<file path="src/rtl/dec_64b_pkg.sv">
// dec_64b shared types and decode helpers.
// Thermometer mode is enabled by defining DEC_64B_THERMO_EN.
package dec_64b_pkg;

    localparam int DATA_W = 64;
    localparam int IDX_W  = 6;

    typedef logic [IDX_W-1:0]  idx_t;
    typedef logic [DATA_W-1:0] data_t;

    function automatic data_t onehot(idx_t idx);
        data_t r;
        r      = '0;
        r[idx] = 1'b1;
        return r;
    endfunction

    function automatic data_t thermo(idx_t idx);
        data_t r;
        r = '0;
        for (int i = 0; i < DATA_W; i++) begin
            r[i] = (i <= int'(idx));
        end
        return r;
    endfunction

endpackage

</file>
<file path="src/rtl/dec_64b_stage.sv">
// Generic valid/ready register slice for dec_64b.
// Full throughput: accepts a new beat in the cycle the held one leaves.
module dec_64b_stage #(
    parameter int W = 8
) (
    input  logic         clk,
    input  logic         rst,
    input  logic [W-1:0] in_data,
    input  logic         in_valid,
    output logic         in_ready,
    output logic [W-1:0] out_data,
    output logic         out_valid,
    input  logic         out_ready
);

    logic         valid_q;
    logic [W-1:0] data_q;

    assign in_ready  = !valid_q || out_ready;
    assign out_valid = valid_q;
    assign out_data  = data_q;

    always_ff @(posedge clk) begin
        if (rst) begin
            valid_q <= 1'b0;
            data_q  <= '0;
        end else if (in_ready) begin
            valid_q <= in_valid;
            if (in_valid) begin
                data_q <= in_data;
            end
        end
    end

endmodule

</file>
<file path="src/rtl/dec_64b.sv">
// 6-bit index to 64-bit one-hot decoder with valid/ready on both sides.
// DEC_64B_THERMO_EN adds in_mode_i selecting a thermometer code.
module dec_64b
    import dec_64b_pkg::*;
#(
    parameter int OUT_REG = 1
) (
    input  logic              clk_i,
    input  logic              rst_i,
    input  logic [IDX_W-1:0]  in_data_i,
`ifdef DEC_64B_THERMO_EN
    input  logic              in_mode_i,
`endif
    input  logic              in_valid_i,
    output logic              in_ready_o,
    output logic [DATA_W-1:0] out_data_o,
    output logic              out_valid_o,
    input  logic              out_ready_i
);

`ifdef DEC_64B_THERMO_EN
    localparam int PW = IDX_W + 1;

    logic [PW-1:0] in_pl;
    assign in_pl = {in_mode_i, in_data_i};

    function automatic data_t dec(logic [PW-1:0] p);
        return p[IDX_W] ? thermo(p[IDX_W-1:0]) : onehot(p[IDX_W-1:0]);
    endfunction
`else
    localparam int PW = IDX_W;

    logic [PW-1:0] in_pl;
    assign in_pl = in_data_i;

    function automatic data_t dec(logic [PW-1:0] p);
        return onehot(p);
    endfunction
`endif

    logic s1_ready;

    // Hold off upstream while reset is applied.
    assign in_ready_o = s1_ready && !rst_i;

    if (OUT_REG == 0) begin : g_lat1
        logic [PW-1:0] s1_pl;
        logic          s1_valid;

        dec_64b_stage #(.W(PW)) u_s1 (
            .clk       (clk_i),
            .rst       (rst_i),
            .in_data   (in_pl),
            .in_valid  (in_valid_i),
            .in_ready  (s1_ready),
            .out_data  (s1_pl),
            .out_valid (s1_valid),
            .out_ready (out_ready_i)
        );

        assign out_valid_o = s1_valid;
        assign out_data_o  = s1_valid ? dec(s1_pl) : '0;
    end else begin : g_lat2
        logic [PW-1:0] s1_pl;
        logic          s1_valid;
        logic          s2_ready;
        data_t         s2_data;
        logic          s2_valid;

        dec_64b_stage #(.W(PW)) u_s1 (
            .clk       (clk_i),
            .rst       (rst_i),
            .in_data   (in_pl),
            .in_valid  (in_valid_i),
            .in_ready  (s1_ready),
            .out_data  (s1_pl),
            .out_valid (s1_valid),
            .out_ready (s2_ready)
        );

        dec_64b_stage #(.W(DATA_W)) u_s2 (
            .clk       (clk_i),
            .rst       (rst_i),
            .in_data   (dec(s1_pl)),
            .in_valid  (s1_valid),
            .in_ready  (s2_ready),
            .out_data  (s2_data),
            .out_valid (s2_valid),
            .out_ready (out_ready_i)
        );

        assign out_valid_o = s2_valid;
        assign out_data_o  = s2_valid ? s2_data : '0;
    end

endmodule

</file>
<file path="config.mk">
export PLATFORM = sky130hd
export DESIGN_NAME = dec_64b
export DESIGN_NICKNAME = d
export VERILOG_FILES = /design/src/rtl/dec_64b_pkg.sv /design/src/rtl/dec_64b_stage.sv /design/src/rtl/dec_64b.sv
export SDC_FILE = /design/constraint.sdc
export NUM_CORES = 1
export LEC_CHECK = 0
export ABC_AREA = 1
export CAP_MARGIN = 20
export CORE_AREA = 3 3 85 87
export DETAILED_ROUTE_END_ITERATION = 12
export DIE_AREA = 0 0 88 90
export PLACE_DENSITY = 0.79
export SLEW_MARGIN = 10
export SYNTH_ARGS = -nofsm -noshare
export SYNTH_HDL_FRONTEND = slang
export SYNTH_SLANG_ARGS = --single-unit
</file>
<file path="constraint.sdc">
create_clock -name clk_i -period 1.4 [get_ports clk_i]
set_input_delay 0.42 -clock clk_i [delete_from_list [all_inputs] [get_ports clk_i]]
set_output_delay 0.42 -clock clk_i [all_outputs]
set_load 0.02 [all_outputs]
</file>
==> results of run 1 <==
[per-layer routing]
layer	GRT usage (%)	vias up	part of all wire [%]	wire length (um)
li1	-	1721	-	-
met1	29.38	1851	37	5081
met2	38.69	311	50	6778
met3	4.205	83	7.8	1060
met4	8.568	0	5.0	685
met5	0	-	0	0
[kinds of logic (layout without fill, tap and decap cells)]
family                 after synthesis  count (layout)  synth area share, %
AO/OA/AOI/OAI                       72              72                11.35
buffers and inverters              104             230                13.12
flip-flops                          72              72                45.39
AND/OR/NAND/NOR                    242             242                30.14
[where the power goes]
group          internal (mW)  total, mW  switching (mW)
registers               2.07       2.11          0.0408
clock network          0.862       1.67           0.809
logic                  0.281      0.660           0.378
[metrics by stage]
stage                     setup WS (ns)  cell area (um2)  util (%)
final                           -0.3442             5538     86.23
after global routing            -0.3523             5538     86.23
after CTS                       -0.2634             4673     72.76
after detailed placement        -0.7572             4243     66.06
after global placement          -0.7039             4243     66.06
after floorplan                 0.01395             3178         -
[repair_timing]
action / 4_1_cts / 5_1_grt
setup endpoints to repair: 136 / 131
resized for setup: 413 / 207
pin swaps: 0 / 14
hold endpoints to repair: 0 / 0
cloned: 3 / 11
hold buffers: 0 / 0
setup buffers: 3 / 3
[flip-flops by register name, summed over array words and instances (netlist names)]
register               cells
g_lat2.u_s2.out_valid      1
g_lat2.u_s2.out_data      64
g_lat2.u_s1.out_valid      1
g_lat2.u_s1.out_data       6
[synthesized netlist by cell type, types with 3 or more instances]
cell / count
buf_1: 4
nand3_1: 19
nor2_2: 10
nand2_1: 192
o21ai_0: 6
inv_1: 78
buf_2: 15
dfxtp_1: 72
nor2_1: 21
a21oi_1: 66
clkbuf_1: 3
[tightest hold or removal path: cells and delay by family, from the launching register on]
family          cells  cell delay [ns]
flops               1             0.32
simple gates        1             0.06
compound gates      1             0.05
[path summary, 6_finish.rpt]
kind	cells past startpoint	start	slack [ns]	endpoint
setup / recovery	5	g_lat2.u_s2.out_valid	-0.34	out_data_o[7]
setup reg to reg	5	g_lat2.u_s1.out_data[2]	-0.22	g_lat2.u_s2.out_data[18]
hold / removal	2	g_lat2.u_s2.out_data[48]	0.48	g_lat2.u_s2.out_data[48]
hold reg to reg	2	g_lat2.u_s2.out_data[48]	0.48	g_lat2.u_s2.out_data[48]
[layout make-up]
type	instances	area, um2
Multi-Input combinational cell	314	1821
Timing Repair Buffer	135	1673
Sequential cell	72	1445
Fill cell	308	884.6
Inverter	80	315.3
Clock buffer	12	145.1
Tap cell	77	96.34
Clock inverter	3	42.54
==> metrics.md, run 1 <==
| Metric | Value |
|---|---|
| Fin worst setup slack | -0.3442 ns |
| Inst Count DP | 658 |
| Max-slew violation count | 0 |
| Global-route wire length before repair | 14.82 mm |
| Final wirelength | 13.60 mm |
| Leakage power | approximately 2.8 nW |
| Finished Layout Cells | 693 |
| Diode count | 0 |
| Largest net degree at the start of global routing | 67 |
| Least-Margin Pin Slew | 0.8979 ns |
| Mapped Avg Cell Area | around 6.5 um2 |
| Pwr/cell area | 801.8 nW/um2 |
| Layout Nets | around 620 |
| Flops & latches, synth | 72 |
| Netlist cell types | 13 |
| TritonCTS Buffers | 9 |
| Crit-path cells | buf_6 -> clkbuf_16 -> nand2_4 -> inv_2 -> buf_6 |
| Post-synthesis sequential area ratio | 45.39% |
| All-Layer GR Usage | 23.19% |
| Layout cells sized above 1 | around half |
| Fmax | 0.5733 GHz |
| H-tree depth | 3 |
| Fin crit period | 1.744 ns |
| Status | complete, but fails checks |
| Violations in the final reports | setup timing |
| Antenna violation net count after detailed routing | 0 |
| Critical path's top delay family | buffers and inverters |
| Final Power | roughly 4.4 mW |
| Vias in the first global route | 3224 |
| Pre-antenna DRT Iters | 5 |
| Hold Vio Cnt, Final | 0 |
| Area Growth Syn to Fin | 74.39% |
| CTS tree | yes |
| Worst min path class | register to register |
| Gr ovfl total | 0 |
| I/O pin total | 76 |
| DR DRC count | 0 |
| RSZ-0062 raised after global routing | yes |
| Fin Setup TNS | -27.81 ns |
| Vias | between 3000 and 4000 |
| Peak supply drop | 0.5821 mV |
| Sink Count | 72 |
| CTS root buf | clkbuf_8 |
| Clock insertion delay at the later pin of the skew report | roughly 0.35 ns |
| Startpoint Class | register |
| Port bufs | 75 |
| Hold Slack | 0.4826 ns |
| Critical path's largest stage delay | 0.41 ns |
| CP arrival | 1.32 ns |
| Setup violators final | 135 |
| Most common cell after layout, fill and taps aside | nand2_1 |
| Post-synth EDFFs | 0 |
| Mapped cell area | 3176 um2 |
| WP data required | between 0.9 and 1 ns |
| Site Rows | 29 |
| Max_slew headroom | about two fifths |
| CP most frequent cell | buf_6 |
| Synth Net Count | 500 |
| DR vias/cell | 5.723 |
| Fin crit share | 124.6% |
| Maximum buffer depth of the clock tree | 2 |
| Die Span Y | around 90 um |
| WP buf/inv | 4 |
| Post-Synthesis Cells | between 400 and 500 |
| Top post-synthesis cells by area | dfxtp_1, nand2_1, a21oi_1 |
| Post-DP HPWL | 5.617 mm |
| CP endpoint kind | output pin |
| Most frequent cells in the layout | nand2_1, buf_6, dfxtp_1 |
| Core area | 6422 um2 |
| Clock transition at the registers of the reported paths | 0.07 ns |
| Max_cap viols | 0 |
| Yosys top cell by area | dfxtp_1 |
| Initial antenna violation count | 0 |
| Initial DRC Count | 447 |
| Initial Utilization | ~49% |
| RD Place Congestion | 0.8439 |
| Worst-path fanout max | 5 |
| Clock skew | ~0.011 ns |
| DIE AREA | 7920 um2 |
| Crit Path Category | register to output pin |
| Ys async rst share | 0% |
| Top-area cell type share of the netlist area | 45.39% |
| Number of synthesis warnings | 0 |
| Die width | 88 um |
| Top FF cell, synth | dfxtp_1 |
| Wire per inst | 19.63 um |
| Crit path max-delay cell type | dfxtp_4 |
(Power assumes the default switching activity.)
==> run 2, diff against run 1 <==
--- a/config.mk
+++ b/config.mk
@@ -8,6 +8,7 @@
 export ABC_AREA = 1
 export CAP_MARGIN = 20
 export CORE_AREA = 3 3 85 87
+export CTS_CLUSTER_DIAMETER = 60
 export DETAILED_ROUTE_END_ITERATION = 12
 export DIE_AREA = 0 0 88 90
 export PLACE_DENSITY = 0.79
==> constraint.sdc (replaced) <==
create_clock -name clk_i -period 1.8 [get_ports clk_i]
set_input_delay 0.36 -clock clk_i [delete_from_list [all_inputs] [get_ports clk_i]]
set_output_delay 0.36 -clock clk_i [all_outputs]
set_load 0.02 [all_outputs]
==> run 2 against run 1 <==
The flow now finishes without violations. Register-to-register slack improved by 0.45 ns. Sequential share of layout area up 7.0 points. Clock skew grew 0.00096 ns. Largest cell class is now sequential cells. Global-route usage decreased by 1.7 points. Combinational power is 61% lower. Highest routed layer unchanged. Hold slack worse by 0.12 ns.
==> metrics.md, run 2 (synthesized netlist as in run 1, its figures left out) <==
| Metric | Value |
|---|---|
| Status | complete, no violations (was complete, but fails checks) |
| Pwr/cell area | 822.9 nW/um2 (was 801.8 nW/um2) |
| Max-slew violation count | 0 (unchanged) |
| Hold Slack | 0.3628 ns (was 0.4826 ns) |
| Most common cell after layout, fill and taps aside | nand2_1 (unchanged) |
| Max_slew headroom | 55.46% (was 40.14%) |
| RD Place Congestion | 0.8051 (was 0.8439) |
| Startpoint Class | register (unchanged) |
| Critical path's top delay family | buffers and inverters (unchanged) |
| Critical path's largest stage delay | 0.44 ns (was 0.41 ns) |
| Die Span Y | 90 um (unchanged) |
| Core Util, Final | 67.89% (was 86.23%) |
| # Post-CTS Setup Buffers | 0 (was 3) |
| All-Layer GR Usage | 21.53% (was 23.19%) |
| Worst reg-to-reg setup slack | 0.23 ns (was -0.22 ns) |
| Maximum buffer depth of the clock tree | 2 (unchanged) |
| Initial antenna violation count | 0 (unchanged) |
| Initial Utilization | 49.44% (unchanged) |
| WP buf/inv | 3 (was 4) |
| Largest register FFs | 64 (unchanged) |
| Diode count | 0 (unchanged) |
| Area Growth Syn to Fin | 37.31% (was 74.39%) |
| Gr ovfl total | 0 (unchanged) |
| Reg2Reg Depth | 7 (was 5) |
| Fin Setup TNS | 0 ns (was -27.81 ns) |
| Fmax | 0.5697 GHz |
| Core area | 6422 um2 (unchanged) |
| Global-route wire length before repair | 13.68 mm (was 14.82 mm) |
| Fin crit period | 1.755 ns |
| H-tree depth | 3 (unchanged) |
| Clock skew | 0.01207 ns (was 0.01111 ns) |
| DR vias/cell | 4.865 (was 5.723) |
| Critical R2R Launch | g_lat2.u_s2.out_valid (was g_lat2.u_s1.out_data[2]) |
| Hold Vio Cnt, Final | 0 (unchanged) |
| Crit path max-delay cell type | dfxtp_4 (unchanged) |
| Placed Area | 4108 um2 (was 4243 um2) |
| Clock insertion delay at the later pin of the skew report | 0.34 ns (was 0.35 ns) |
| CP arrival | 1.40 ns (was 1.32 ns) |
| Final wirelength | 8.308 mm (was 13.60 mm) |
| Worst hold start | rst_i (was g_lat2.u_s2.out_data[48]) |
| Leakage power | 2.235 nW (was 2.777 nW) |
| Max_cap viols | 0 (unchanged) |
| DIE AREA | 7920 um2 (unchanged) |
| Site Rows | 29 (unchanged) |
| Most frequent cells in the layout | nand2_1, inv_1, dfxtp_1 (was nand2_1, buf_6, dfxtp_1) |
| RR Endpoint | g_lat2.u_s2.out_data[14] (was g_lat2.u_s2.out_data[18]) |
| Worst Hold Path EP | g_lat2.u_s1.out_data[2] (was g_lat2.u_s2.out_data[48]) |
| Crit-path cells | clkbuf_16 -> nand2_1 -> inv_1 -> dlygate4sd2_1 (was buf_6 -> clkbuf_16 -> nand2_4 -> inv_2 -> buf_6) |
| Vias | 3201 (was 3966) |
| Crit Path Category | register to output pin (unchanged) |
| Final Instance Area | 4360 um2 (was 5538 um2) |
| Worst-path fanout max | 20 (was 5) |
| Worst min path class | input port to register (was register to register) |
| Sink Count | 72 (unchanged) |
| Setup violators final | 0 (was 135) |
| Least-Margin Pin Slew | 0.6681 ns (was 0.8979 ns) |
| Antenna violation net count after detailed routing | 0 (unchanged) |
| TritonCTS Buffers | 9 (unchanged) |
| WP data required | 1.44 ns (was 0.98 ns) |
| Largest net degree at the start of global routing | 67 (unchanged) |
| Wire per inst | 12.63 um (was 19.63 um) |
| DR DRC count | 0 (unchanged) |
| Pre-antenna DRT Iters | 4 (was 5) |
| Peak supply drop | 0.4693 mV (was 0.5821 mV) |
| Fin crit share | 97.52% |
| Clock transition at the registers of the reported paths | 0.07 ns (about the same) |
| Post-DP HPWL | 5.577 mm (was 5.617 mm) |
| Hold-fix buffers, CTS | 0 (unchanged) |
| Finished Layout Cells | 658 (was 693) |
| CTS tree | yes (unchanged) |
| CTS root buf | clkbuf_8 (unchanged) |
| Initial DRC Count | 157 (was 447) |
| I/O pin total | 76 (unchanged) |
| Hold depth | 4 (was 2) |
| CP endpoint kind | output pin (unchanged) |
| Vias in the first global route | 2982 (was 3224) |
| Port bufs | 75 (unchanged) |
| Inst Count DP | 640 (was 658) |
| Die width | 88 um (unchanged) |
| Layout Nets | 586 (was 622) |
| Layout cells sized above 1 | 10.84% (was 49.68%) |
-- run 2: cell types whose count changed in the layout (fill, tap and decap cells not counted), moves of 38 or more --
cell | before | now
inv_1 | 30 | 78
buf_6 | 82 | 0
clkdlybuf4s15_1 | 0 | 38
nand2_1 | 125 | 191
inv_2 | 48 | 2
nand2_2 | 43 | 1
-- run 2: worst max path at each step --
stage / cells after the start / endpoint / startpoint
finish: 4 / out_data_o[6] / g_lat2.u_s2.out_valid
detailed placement: 6 / in_ready_o / out_ready_i
global route: 4 / out_data_o[34] / g_lat2.u_s2.out_valid
global placement: 6 / in_ready_o / out_ready_i
floorplan: 4 / out_data_o[54] / g_lat2.u_s2.out_valid
CTS: 4 / out_data_o[58] / g_lat2.u_s2.out_valid
-- run 2: repair_timing --
item / CTS / global route
setup endpoints to repair: 66 / 39
gates resized for setup: 66 / 57
gates cloned: 0 / 2
-- run 2: final cells by class --
class / instances / area, um2
Fill cell: 555 / 2062
Sequential cell: 72 / 1445
Multi-Input combinational cell: 314 / 1320
Timing Repair Buffer: 99 / 929.6
Inverter: 80 / 300.3
Clock buffer: 11 / 141.4
Clock inverter: 5 / 127.6
Tap cell: 77 / 96.34
-- run 2: worst register-to-register path: stages (launching register included) --
cell,delay [ns]
dfxtp_4,0.44
clkbuf_16,0.19
nand2_1,0.09
nand2_2,0.09
buf_12,0.16
buf_4,0.27
nand2_1,0.10
a21oi_1,0.17
-- run 2: metal layers --
layer,track usage (%),wire length [um]
met1,26.85,3748
met2,35.87,4009
met3,6.124,464
met5,0,0
met4,5.882,86
-- run 2: where the power goes --
group	switching (mW)	internal (mW)
Sequential	0.0250	1.61
Combinational	0.170	0.0879
Clock	0.596	1.10
Total	0.791	2.80
-- run 2: per-stage QoR --
step	worst slack [ns]	power, mW
floorplan	0.3034	1.823
detailed placement	-0.2093	1.914
CTS	0.003056	3.582
finish	0.04456	3.588
global placement	-0.1810	1.907
global route	-0.005597	3.703
